$ cat config.mk
export PLATFORM = sky130hd
export DESIGN_NAME = day_2_range_parser_flat
export DESIGN_NICKNAME = d
export VERILOG_FILES = /design/src/rtl/day_2_range_parser_if.sv /design/src/rtl/day_2_range_parser.sv /design/src/flat_wrapper.sv
export SDC_FILE = /design/constraint.sdc
export NUM_CORES = 1
export LEC_CHECK = 0
export ABC_AREA = 1
export BUFFER_PORTS_ARGS = -buffer_cell sky130_fd_sc_hd__buf_2
export CAP_MARGIN = 10
export CELL_PAD_IN_SITES_DETAIL_PLACEMENT = 1
export CELL_PAD_IN_SITES_GLOBAL_PLACEMENT = 2
export CORE_MARGIN = 8
export CORE_UTILIZATION = 33
export DETAILED_ROUTE_END_ITERATION = 7
export PLACE_DENSITY_LB_ADDON = 0.05
export RECOVER_POWER = 50
export REMOVE_ABC_BUFFERS = 1
export SYNTH_ARGS = -nofsm -noshare
export SYNTH_HDL_FRONTEND = slang
export SYNTH_SLANG_ARGS = --single-unit
$ cat constraint.sdc
create_clock -name clk -period 8.1 [get_ports clk]
set_clock_uncertainty 0.2 [all_clocks]
set_input_delay 0 -clock clk [delete_from_list [all_inputs] [get_ports clk]]
set_output_delay 0 -clock clk [all_outputs]
set_load 0.01 [all_outputs]
$ cat src/rtl/day_2_range_parser_if.sv
// Byte-stream input, table write port and status of the day 2 range parser.
// master: the side that feeds text and observes writes; slave: the parser itself.
interface day_2_range_parser_if #(
  parameter int ADDR_W = 6,
  parameter int DATA_W = 64
);
  logic              start;
  logic              in_valid;
  logic [7:0]        in_data;
  logic              in_last;
  logic              in_ready;
  logic              wr_en;
  logic [ADDR_W-1:0] wr_addr;
  logic [DATA_W-1:0] wr_lo;
  logic [DATA_W-1:0] wr_hi;
  logic [ADDR_W:0]   range_count;
  logic              finished;
  logic              error;
  logic [2:0]        error_code;

  modport master (
    output start, in_valid, in_data, in_last,
    input  in_ready, wr_en, wr_addr, wr_lo, wr_hi,
    input  range_count, finished, error, error_code
  );

  modport slave (
    input  start, in_valid, in_data, in_last,
    output in_ready, wr_en, wr_addr, wr_lo, wr_hi,
    output range_count, finished, error, error_code
  );
endinterface

$ cat src/rtl/day_2_range_parser.sv
// Streams "lo-hi,lo-hi,...\n" ASCII text, converts decimal to binary and writes
// each (lo, hi) pair into the solver range tables, reporting count and error status.
module day_2_range_parser #(
  parameter int MAX_RANGES = 64,
  parameter int ADDR_W     = 6,
  parameter int DATA_W     = 64
) (
  input  logic                  clk,
  input  logic                  rst,
  day_2_range_parser_if.slave   bus
);

  typedef enum logic [2:0] {S_IDLE, S_LO, S_HI, S_WRITE, S_DONE, S_ERR} state_t;

  localparam logic [2:0] E_NONE  = 3'd0;
  localparam logic [2:0] E_BAD   = 3'd1;
  localparam logic [2:0] E_OVF   = 3'd2;
  localparam logic [2:0] E_FULL  = 3'd3;
  localparam logic [2:0] E_ORDER = 3'd4;
  localparam logic [2:0] E_TRUNC = 3'd5;

  state_t            r_state;
  logic [DATA_W-1:0] r_acc;
  logic [DATA_W-1:0] r_lo;
  logic              r_seen;
  logic              r_to_done;
  logic              r_wr_en;
  logic [ADDR_W-1:0] r_wr_addr;
  logic [DATA_W-1:0] r_wr_lo;
  logic [DATA_W-1:0] r_wr_hi;
  logic [ADDR_W:0]   r_range_count;
  logic              r_finished;
  logic              r_error;
  logic [2:0]        r_error_code;

  logic              w_in_hi;
  logic              w_accept;
  logic              w_start_ok;
  logic              w_digit;
  logic              w_is_nl;
  logic              w_is_sep;
  logic              w_is_blank;
  logic              w_is_dash;
  logic              w_term_done;
  logic [DATA_W+3:0] w_prod;
  logic [DATA_W-1:0] w_acc_next;
  logic [DATA_W-1:0] w_lo_next;
  logic              w_seen_next;
  logic              w_hi_next;
  logic              w_term;
  logic              w_done;
  logic [2:0]        w_err;

  assign w_in_hi     = (r_state == S_HI);
  assign bus.in_ready = (r_state == S_LO) || (r_state == S_HI) || (r_state == S_ERR);
  assign w_accept    = bus.in_valid && bus.in_ready;
  assign w_start_ok  = bus.start && ((r_state == S_IDLE) || (r_state == S_DONE) ||
                                     ((r_state == S_ERR) && r_finished));

  assign w_digit     = (bus.in_data >= 8'h30) && (bus.in_data <= 8'h39);
  assign w_is_nl     = (bus.in_data == 8'h0A);
  assign w_is_sep    = (bus.in_data == 8'h2C) || w_is_nl;
  assign w_is_blank  = (bus.in_data == 8'h20) || (bus.in_data == 8'h0D);
  assign w_is_dash   = (bus.in_data == 8'h2D);
  assign w_term_done = w_is_nl || bus.in_last;

  // acc*10 + digit with 4 guard bits; any guard bit set means the value left DATA_W range
  assign w_prod = ({4'd0, r_acc} << 3) + ({4'd0, r_acc} << 1) +
                  {{DATA_W{1'b0}}, bus.in_data[3:0]};

  always_comb begin
    w_err       = E_NONE;
    w_term      = 1'b0;
    w_done      = 1'b0;
    w_acc_next  = r_acc;
    w_lo_next   = r_lo;
    w_seen_next = r_seen;
    w_hi_next   = w_in_hi;

    if (w_digit) begin
      if (|w_prod[DATA_W+3:DATA_W]) begin
        w_err = E_OVF;
      end else begin
        w_acc_next  = w_prod[DATA_W-1:0];
        w_seen_next = 1'b1;
      end
    end else if (w_is_blank) begin
      w_err = E_NONE;
    end else if (w_is_dash && !w_in_hi && r_seen) begin
      w_lo_next   = r_acc;
      w_acc_next  = '0;
      w_seen_next = 1'b0;
      w_hi_next   = 1'b1;
    end else if (w_is_sep && w_in_hi) begin
      if (r_seen) w_term = 1'b1;
      else        w_err  = E_TRUNC;
    end else if (w_is_nl && !w_in_hi && !r_seen) begin
      w_done = 1'b1;
    end else begin
      w_err = E_BAD;
    end

    // The last byte is processed first, then closes whatever range is open
    if (bus.in_last && (w_err == E_NONE) && !w_term && !w_done) begin
      if (w_hi_next && w_seen_next)        w_term = 1'b1;
      else if (!w_hi_next && !w_seen_next) w_done = 1'b1;
      else                                 w_err  = E_TRUNC;
    end

    if (w_term) begin
      if (w_acc_next < r_lo) begin
        w_err  = E_ORDER;
        w_term = 1'b0;
      end else if (r_range_count == (ADDR_W+1)'(MAX_RANGES)) begin
        w_err  = E_FULL;
        w_term = 1'b0;
      end
    end
  end

  always_ff @(posedge clk or posedge rst) begin
    if (rst) begin
      r_state       <= S_IDLE;
      r_acc         <= '0;
      r_lo          <= '0;
      r_seen        <= 1'b0;
      r_to_done     <= 1'b0;
      r_wr_en       <= 1'b0;
      r_wr_addr     <= '0;
      r_wr_lo       <= '0;
      r_wr_hi       <= '0;
      r_range_count <= '0;
      r_finished    <= 1'b0;
      r_error       <= 1'b0;
      r_error_code  <= E_NONE;
    end else begin
      r_wr_en <= 1'b0;
      if (w_start_ok) begin
        r_state       <= S_LO;
        r_acc         <= '0;
        r_seen        <= 1'b0;
        r_range_count <= '0;
        r_finished    <= 1'b0;
        r_error       <= 1'b0;
        r_error_code  <= E_NONE;
      end else begin
        case (r_state)
          S_LO, S_HI: begin
            if (w_accept) begin
              r_acc  <= w_acc_next;
              r_lo   <= w_lo_next;
              r_seen <= w_seen_next;
              if (w_err != E_NONE) begin
                r_state      <= S_ERR;
                r_error      <= 1'b1;
                r_error_code <= w_err;
                r_finished   <= bus.in_last;
              end else if (w_term) begin
                r_wr_en   <= 1'b1;
                r_wr_addr <= r_range_count[ADDR_W-1:0];
                r_wr_lo   <= r_lo;
                r_wr_hi   <= w_acc_next;
                r_to_done <= w_term_done;
                r_state   <= S_WRITE;
              end else if (w_done) begin
                r_state    <= S_DONE;
                r_finished <= 1'b1;
              end else begin
                r_state <= w_hi_next ? S_HI : S_LO;
              end
            end
          end
          S_WRITE: begin
            r_range_count <= r_range_count + 1'b1;
            r_acc         <= '0;
            r_seen        <= 1'b0;
            if (r_to_done) begin
              r_state    <= S_DONE;
              r_finished <= 1'b1;
            end else begin
              r_state <= S_LO;
            end
          end
          S_ERR: begin
            if (!r_finished && w_accept && bus.in_last) r_finished <= 1'b1;
          end
          S_IDLE, S_DONE: r_state <= r_state;
          default:        r_state <= S_IDLE;
        endcase
      end
    end
  end

  assign bus.wr_en       = r_wr_en;
  assign bus.wr_addr     = r_wr_addr;
  assign bus.wr_lo       = r_wr_lo;
  assign bus.wr_hi       = r_wr_hi;
  assign bus.range_count = r_range_count;
  assign bus.finished    = r_finished;
  assign bus.error       = r_error;
  assign bus.error_code  = r_error_code;

endmodule

$ cat src/flat_wrapper.sv
// flat-port wrapper written by rule: the top's interface ports become plain ports
module day_2_range_parser_flat 
#(
  parameter int MAX_RANGES = 64,
  parameter int ADDR_W     = 6,
  parameter int DATA_W     = 64
)
  (clk, rst, bus_start, bus_in_valid, bus_in_data, bus_in_last, bus_in_ready, bus_wr_en, bus_wr_addr, bus_wr_lo, bus_wr_hi, bus_range_count, bus_finished, bus_error, bus_error_code);
  day_2_range_parser_if #(.ADDR_W(ADDR_W), .DATA_W(DATA_W)) bus_i ();
  input  logic clk;
  input  logic rst;
  input wire logic [$bits(bus_i.start)-1:0] bus_start;
  input wire logic [$bits(bus_i.in_valid)-1:0] bus_in_valid;
  input wire logic [$bits(bus_i.in_data)-1:0] bus_in_data;
  input wire logic [$bits(bus_i.in_last)-1:0] bus_in_last;
  output wire logic [$bits(bus_i.in_ready)-1:0] bus_in_ready;
  output wire logic [$bits(bus_i.wr_en)-1:0] bus_wr_en;
  output wire logic [$bits(bus_i.wr_addr)-1:0] bus_wr_addr;
  output wire logic [$bits(bus_i.wr_lo)-1:0] bus_wr_lo;
  output wire logic [$bits(bus_i.wr_hi)-1:0] bus_wr_hi;
  output wire logic [$bits(bus_i.range_count)-1:0] bus_range_count;
  output wire logic [$bits(bus_i.finished)-1:0] bus_finished;
  output wire logic [$bits(bus_i.error)-1:0] bus_error;
  output wire logic [$bits(bus_i.error_code)-1:0] bus_error_code;
  assign bus_i.start = bus_start;
  assign bus_i.in_valid = bus_in_valid;
  assign bus_i.in_data = bus_in_data;
  assign bus_i.in_last = bus_in_last;
  assign bus_in_ready = bus_i.in_ready;
  assign bus_wr_en = bus_i.wr_en;
  assign bus_wr_addr = bus_i.wr_addr;
  assign bus_wr_lo = bus_i.wr_lo;
  assign bus_wr_hi = bus_i.wr_hi;
  assign bus_range_count = bus_i.range_count;
  assign bus_finished = bus_i.finished;
  assign bus_error = bus_i.error;
  assign bus_error_code = bus_i.error_code;
  day_2_range_parser #(.MAX_RANGES(MAX_RANGES), .ADDR_W(ADDR_W), .DATA_W(DATA_W)) u_core (.clk(clk), .rst(rst), .bus(bus_i));
endmodule
==> tab_implementation.tex <==
\begin{tabular}{lr}
\hline
Metric & Value \\
\hline
\multicolumn{2}{l}{\textbf{Outcome}} \\
\quad Run status & finished, violations left \\
\quad Failing checks & max-capacitance violations, max-slew violations \\
\multicolumn{2}{l}{\textbf{Logic synthesis}} \\
\quad Synth async-reset ratio & 1.00 \\
\quad Top cells by instance count after synthesis & nand2\_1, inv\_1, dfrtp\_1 \\
\quad Yosys synthesis warning count & 0 \\
\quad Mapped Area & between 15000 and 20000 um\^{}2 \\
\quad Main area contributors after synthesis & dfrtp\_1, ha\_1, nand2\_1 \\
\quad Mean Syn Cell Area & between 7 and 8 um\^{}2 \\
\quad Biggest area consumer among synthesized cells & dfrtp\_1 \\
\quad Sequential cell area fraction in the yosys report & 0.367 \\
\quad Fraction of post-synthesis cell area in the top cell type by area & 0.367 \\
\quad Distinct cell type count of the synthesized netlist & 54 \\
\quad Most used standard cell by instance count after synthesis & nand2\_1 \\
\quad Synthesized instance count & approximately 2.4k \\
\quad Post-synth EDFFs & 0 \\
\quad \#FFs+latches synth & 280 \\
\quad Primary flip-flop cell chosen by synthesis mapping & dfrtp\_1 \\
\multicolumn{2}{l}{\textbf{Route}} \\
\quad Router iterations before antenna repair & 4 \\
\quad Post-route DRC violation count & 0 \\
\quad Starting DRT DRC Count & between 500 and 600 \\
\quad Routed Wire Length & 61000 um \\
\quad Routed vias & 16.5k \\
\quad Antenna Nets Post-Route & 0 \\
\quad Vias per inst & slightly below 5 \\
\quad Wire length per cell & between 15 and 20 um \\
\multicolumn{2}{l}{\textbf{Timing}} \\
\quad Setup repair after global routing missed its margin & no \\
\quad Final hold viol count & 0 \\
\quad Period utilization & 0.900 \\
\quad Measured slew at the worst slew-check pin & 4690 ps \\
\quad Final Critical Period & 7290 ps \\
\quad Total of endpoints with negative setup slack in the final report & 0 \\
\quad Max transition margin & -2.14 \\
\quad Maximum clock frequency & between 0.1 and 0.15 GHz \\
\quad Final-report max-slew violation count & roughly 290 \\
\quad Fin Hold WS & about 25 ps \\
\quad Setup TNS & 0 ps \\
\multicolumn{2}{l}{\textbf{Clock tree}} \\
\quad Clock root buffer master & clkbuf\_16 \\
\quad Deepest clock path buffer count & 3 \\
\quad CTS tree & yes \\
\quad Post-CTS Setup Bufs & 0 \\
\quad Htree depth & 2 \\
\quad Clock sink total & between 200 and 300 \\
\quad Cts bufs inserted & 37 \\
\quad Clk Latency, worst-skew pair & about 560 ps \\
\quad Clock transition at the register clock pins on the worst setup and hold paths after CTS & around 60 ps \\
\multicolumn{2}{l}{\textbf{Die}} \\
\quad Die span in x & approximately 260 um \\
\quad Core Rows & 88 \\
\quad DIE AREA & 65800 um\^{}2 \\
\quad Core area & approximately 57000 um\^{}2 \\
\quad Overall die height & 256 um \\
\quad Initial core utilization & 0.332 \\
\quad \# IOs & 161 \\
\multicolumn{2}{l}{\textbf{Global route}} \\
\quad Busiest layer in global routing & met2 \\
\quad Global routing met2 resource utilization & 0.327 \\
\quad Remaining Overflow, GRT & 0 \\
\quad Met1 routing resource usage after global routing & 0.229 \\
\quad Initial antenna violation count & 2 \\
\quad Global-route wire length before repair & 99200 um \\
\quad Global-route usage over all layers & 0.184 \\
\quad Via count of the first global-routing pass & 18.1k \\
\quad Maximum number of pins on one net before global-route repair & 99 \\
\quad Met3 GRT Util & 0.0320 \\
\multicolumn{2}{l}{\textbf{Setup path}} \\
\quad CP required & 8320 ps \\
\quad Slowest stage cell on the critical path & fa\_1 \\
\quad Cell repeated most along the worst path & nand2\_1 \\
\quad Kind of end point of the critical path & flop \\
\quad Worst Path Arrival & around 7500 ps \\
\quad Category of the most critical setup path & reg -> reg \\
\quad Slowest stage delay, CP & between 400 and 500 ps \\
\quad Critical Path Start Type & flop \\
\quad Maximum fanout along the worst path & between 70 and 80 \\
\multicolumn{2}{l}{\textbf{Placement}} \\
\quad Detail Placement HPWL & $\sim$47000 um \\
\quad Port bufs & between 150 and 200 \\
\quad Final estimated routing congestion in global placement & between 0.8 and 0.9 \\
\multicolumn{2}{l}{\textbf{Power and ir drop}} \\
\quad VDD IR-drop max & 0.000149 V \\
\quad Power per Cell Area & around 310 nW/um\^{}2 \\
\quad Overall power after layout & 6.86 mW \\
\quad Static Leakage & around 11 nW \\
\multicolumn{2}{l}{\textbf{Worst hold path}} \\
\quad Worst hold-check path type & in -> reg \\
\multicolumn{2}{l}{\textbf{Final layout}} \\
\quad Final-stage net count & around 2.8k \\
\quad Layout area overhead & 14.4\% \\
\quad Number of filler instances in the final layout & $\sim$7k \\
\quad Share of layout cells above drive strength 1 & 0.125 \\
\multicolumn{2}{l}{\textbf{Job}} \\
\quad Max-cap violation count & 4 \\
\hline
\end{tabular}
## stage by stage
stage	setup WS (ps)	instances	utilization	cell area (um^2)
after CTS	291	3384	0.383	22000
after global placement	412	3308	0.359	20600
after floorplan	178	2350	-	18600
after global routing	128	3385	0.380	21800
final	813	3386	0.380	21800
after detailed placement	338	3308	0.359	20600
## kinds of logic (layout without fill, tap and decap cells)
| logic type | after synthesis | count (layout) | synth area share |
|---|---|---|---|
| AO/OA/AOI/OAI | 530 | 530 | 0.175 |
| XOR/XNOR | 55 | 55 | 0.0252 |
| adder cells (fa/ha/maj) | 194 | 194 | 0.128 |
| buffers and inverters | 454 | 645 | 0.100 |
| flip-flops | 280 | 280 | 0.367 |
| other | 0 | 2 | 0 |
| AND/OR/NAND/NOR | 915 | 915 | 0.204 |
## worst max-delay path: cells and delay by family, from the launching register on
kind / cells / cell delay [ps]
compound gates: 4 / 640
fa+ha+maj: 3 / 1240
buf+inv: 8 / 2030
flops: 1 / 380
simple gates: 24 / 2500
## final cells by class
| cell class | count | area [um^2] | share of cell area |
|---|---|---|---|
| Antenna cell | 2 | 5.00 | 0.000229 |
| Sequential cell | 280 | 7010 | 0.321 |
| Clock buffer | 50 | 1070 | 0.0489 |
| Tap cell | 765 | 957 | 0.0438 |
| Timing Repair Buffer | 203 | 968 | 0.0444 |
| Inverter | 376 | 1430 | 0.0653 |
| Multi-Input combinational cell | 1694 | 10200 | 0.467 |
| Clock inverter | 16 | 215 | 0.00986 |
## cell usage in the layout, fill, tap and decap left out, drive strengths merged, types with 43 or more instances in the layout
| cell | Yosys | routed |
|---|---|---|
| ha | 192 | 192 |
| o22ai | 66 | 66 |
| buf | 31 | 43 |
| dfrtp | 280 | 280 |
| nor2 | 165 | 165 |
| a21oi | 129 | 129 |
| o21ai | 262 | 262 |
| nand2 | 632 | 632 |
| clkbuf | 47 | 200 |
| nand3 | 43 | 43 |
| inv | 375 | 374 |
## routing by layer
layer | vias up | share of wire
li1 | 8271 | -
met1 | 7948 | 0.46
met2 | 167 | 0.49
met3 | 75 | 0.030
met4 | 0 | 0.022
met5 | - | 0
## flip-flops by register name, summed over array words and instances, names as in the netlist
register                flops
u_core.bus.wr_hi           64
u_core.r_to_done            1
u_core.bus.error_code       3
u_core.bus.finished         1
u_core.r_state              3
u_core.r_seen               1
u_core.bus.error            1
u_core.bus.wr_addr          6
u_core.bus.wr_lo           64
u_core.bus.range_count      7
u_core.r_acc               64
u_core.r_lo                64
u_core.bus.wr_en            1
## final timing paths
check                                                    to                             start  cells after the start  slack, ps
min                         u_core.bus.wr_hi[0]$_DFFE_PP0P_                    bus_in_data[0]                      5         30
max                        u_core.bus.wr_hi[26]$_DFFE_PP0P_       u_core.r_acc[0]$_DFFE_PP0P_                     39        810
min reg2reg                u_core.bus.wr_hi[38]$_DFFE_PP0P_  u_core.bus.wr_hi[38]$_DFFE_PP0P_                      2        280
min in group asynchronous  u_core.bus.wr_lo[34]$_DFFE_PP0P_                               rst                      4       1800
max reg2reg                u_core.bus.wr_hi[26]$_DFFE_PP0P_       u_core.r_acc[0]$_DFFE_PP0P_                     39        810
max in group asynchronous       u_core.r_lo[22]$_DFFE_PP0P_                               rst                      5       1570
## repair_timing
action,4_1_cts,5_1_grt
endpoints found under the hold margin,112,0
resized for setup,0,3
setup endpoints to repair,0,120
hold buffers,10,0
## where the power goes
part	total, mW	switching (mW)	internal (mW)
combinational	3.35	2.21	1.14
sequential	1.76	0.199	1.56
clock	1.75	0.665	1.08
(Power assumes the default switching activity.)
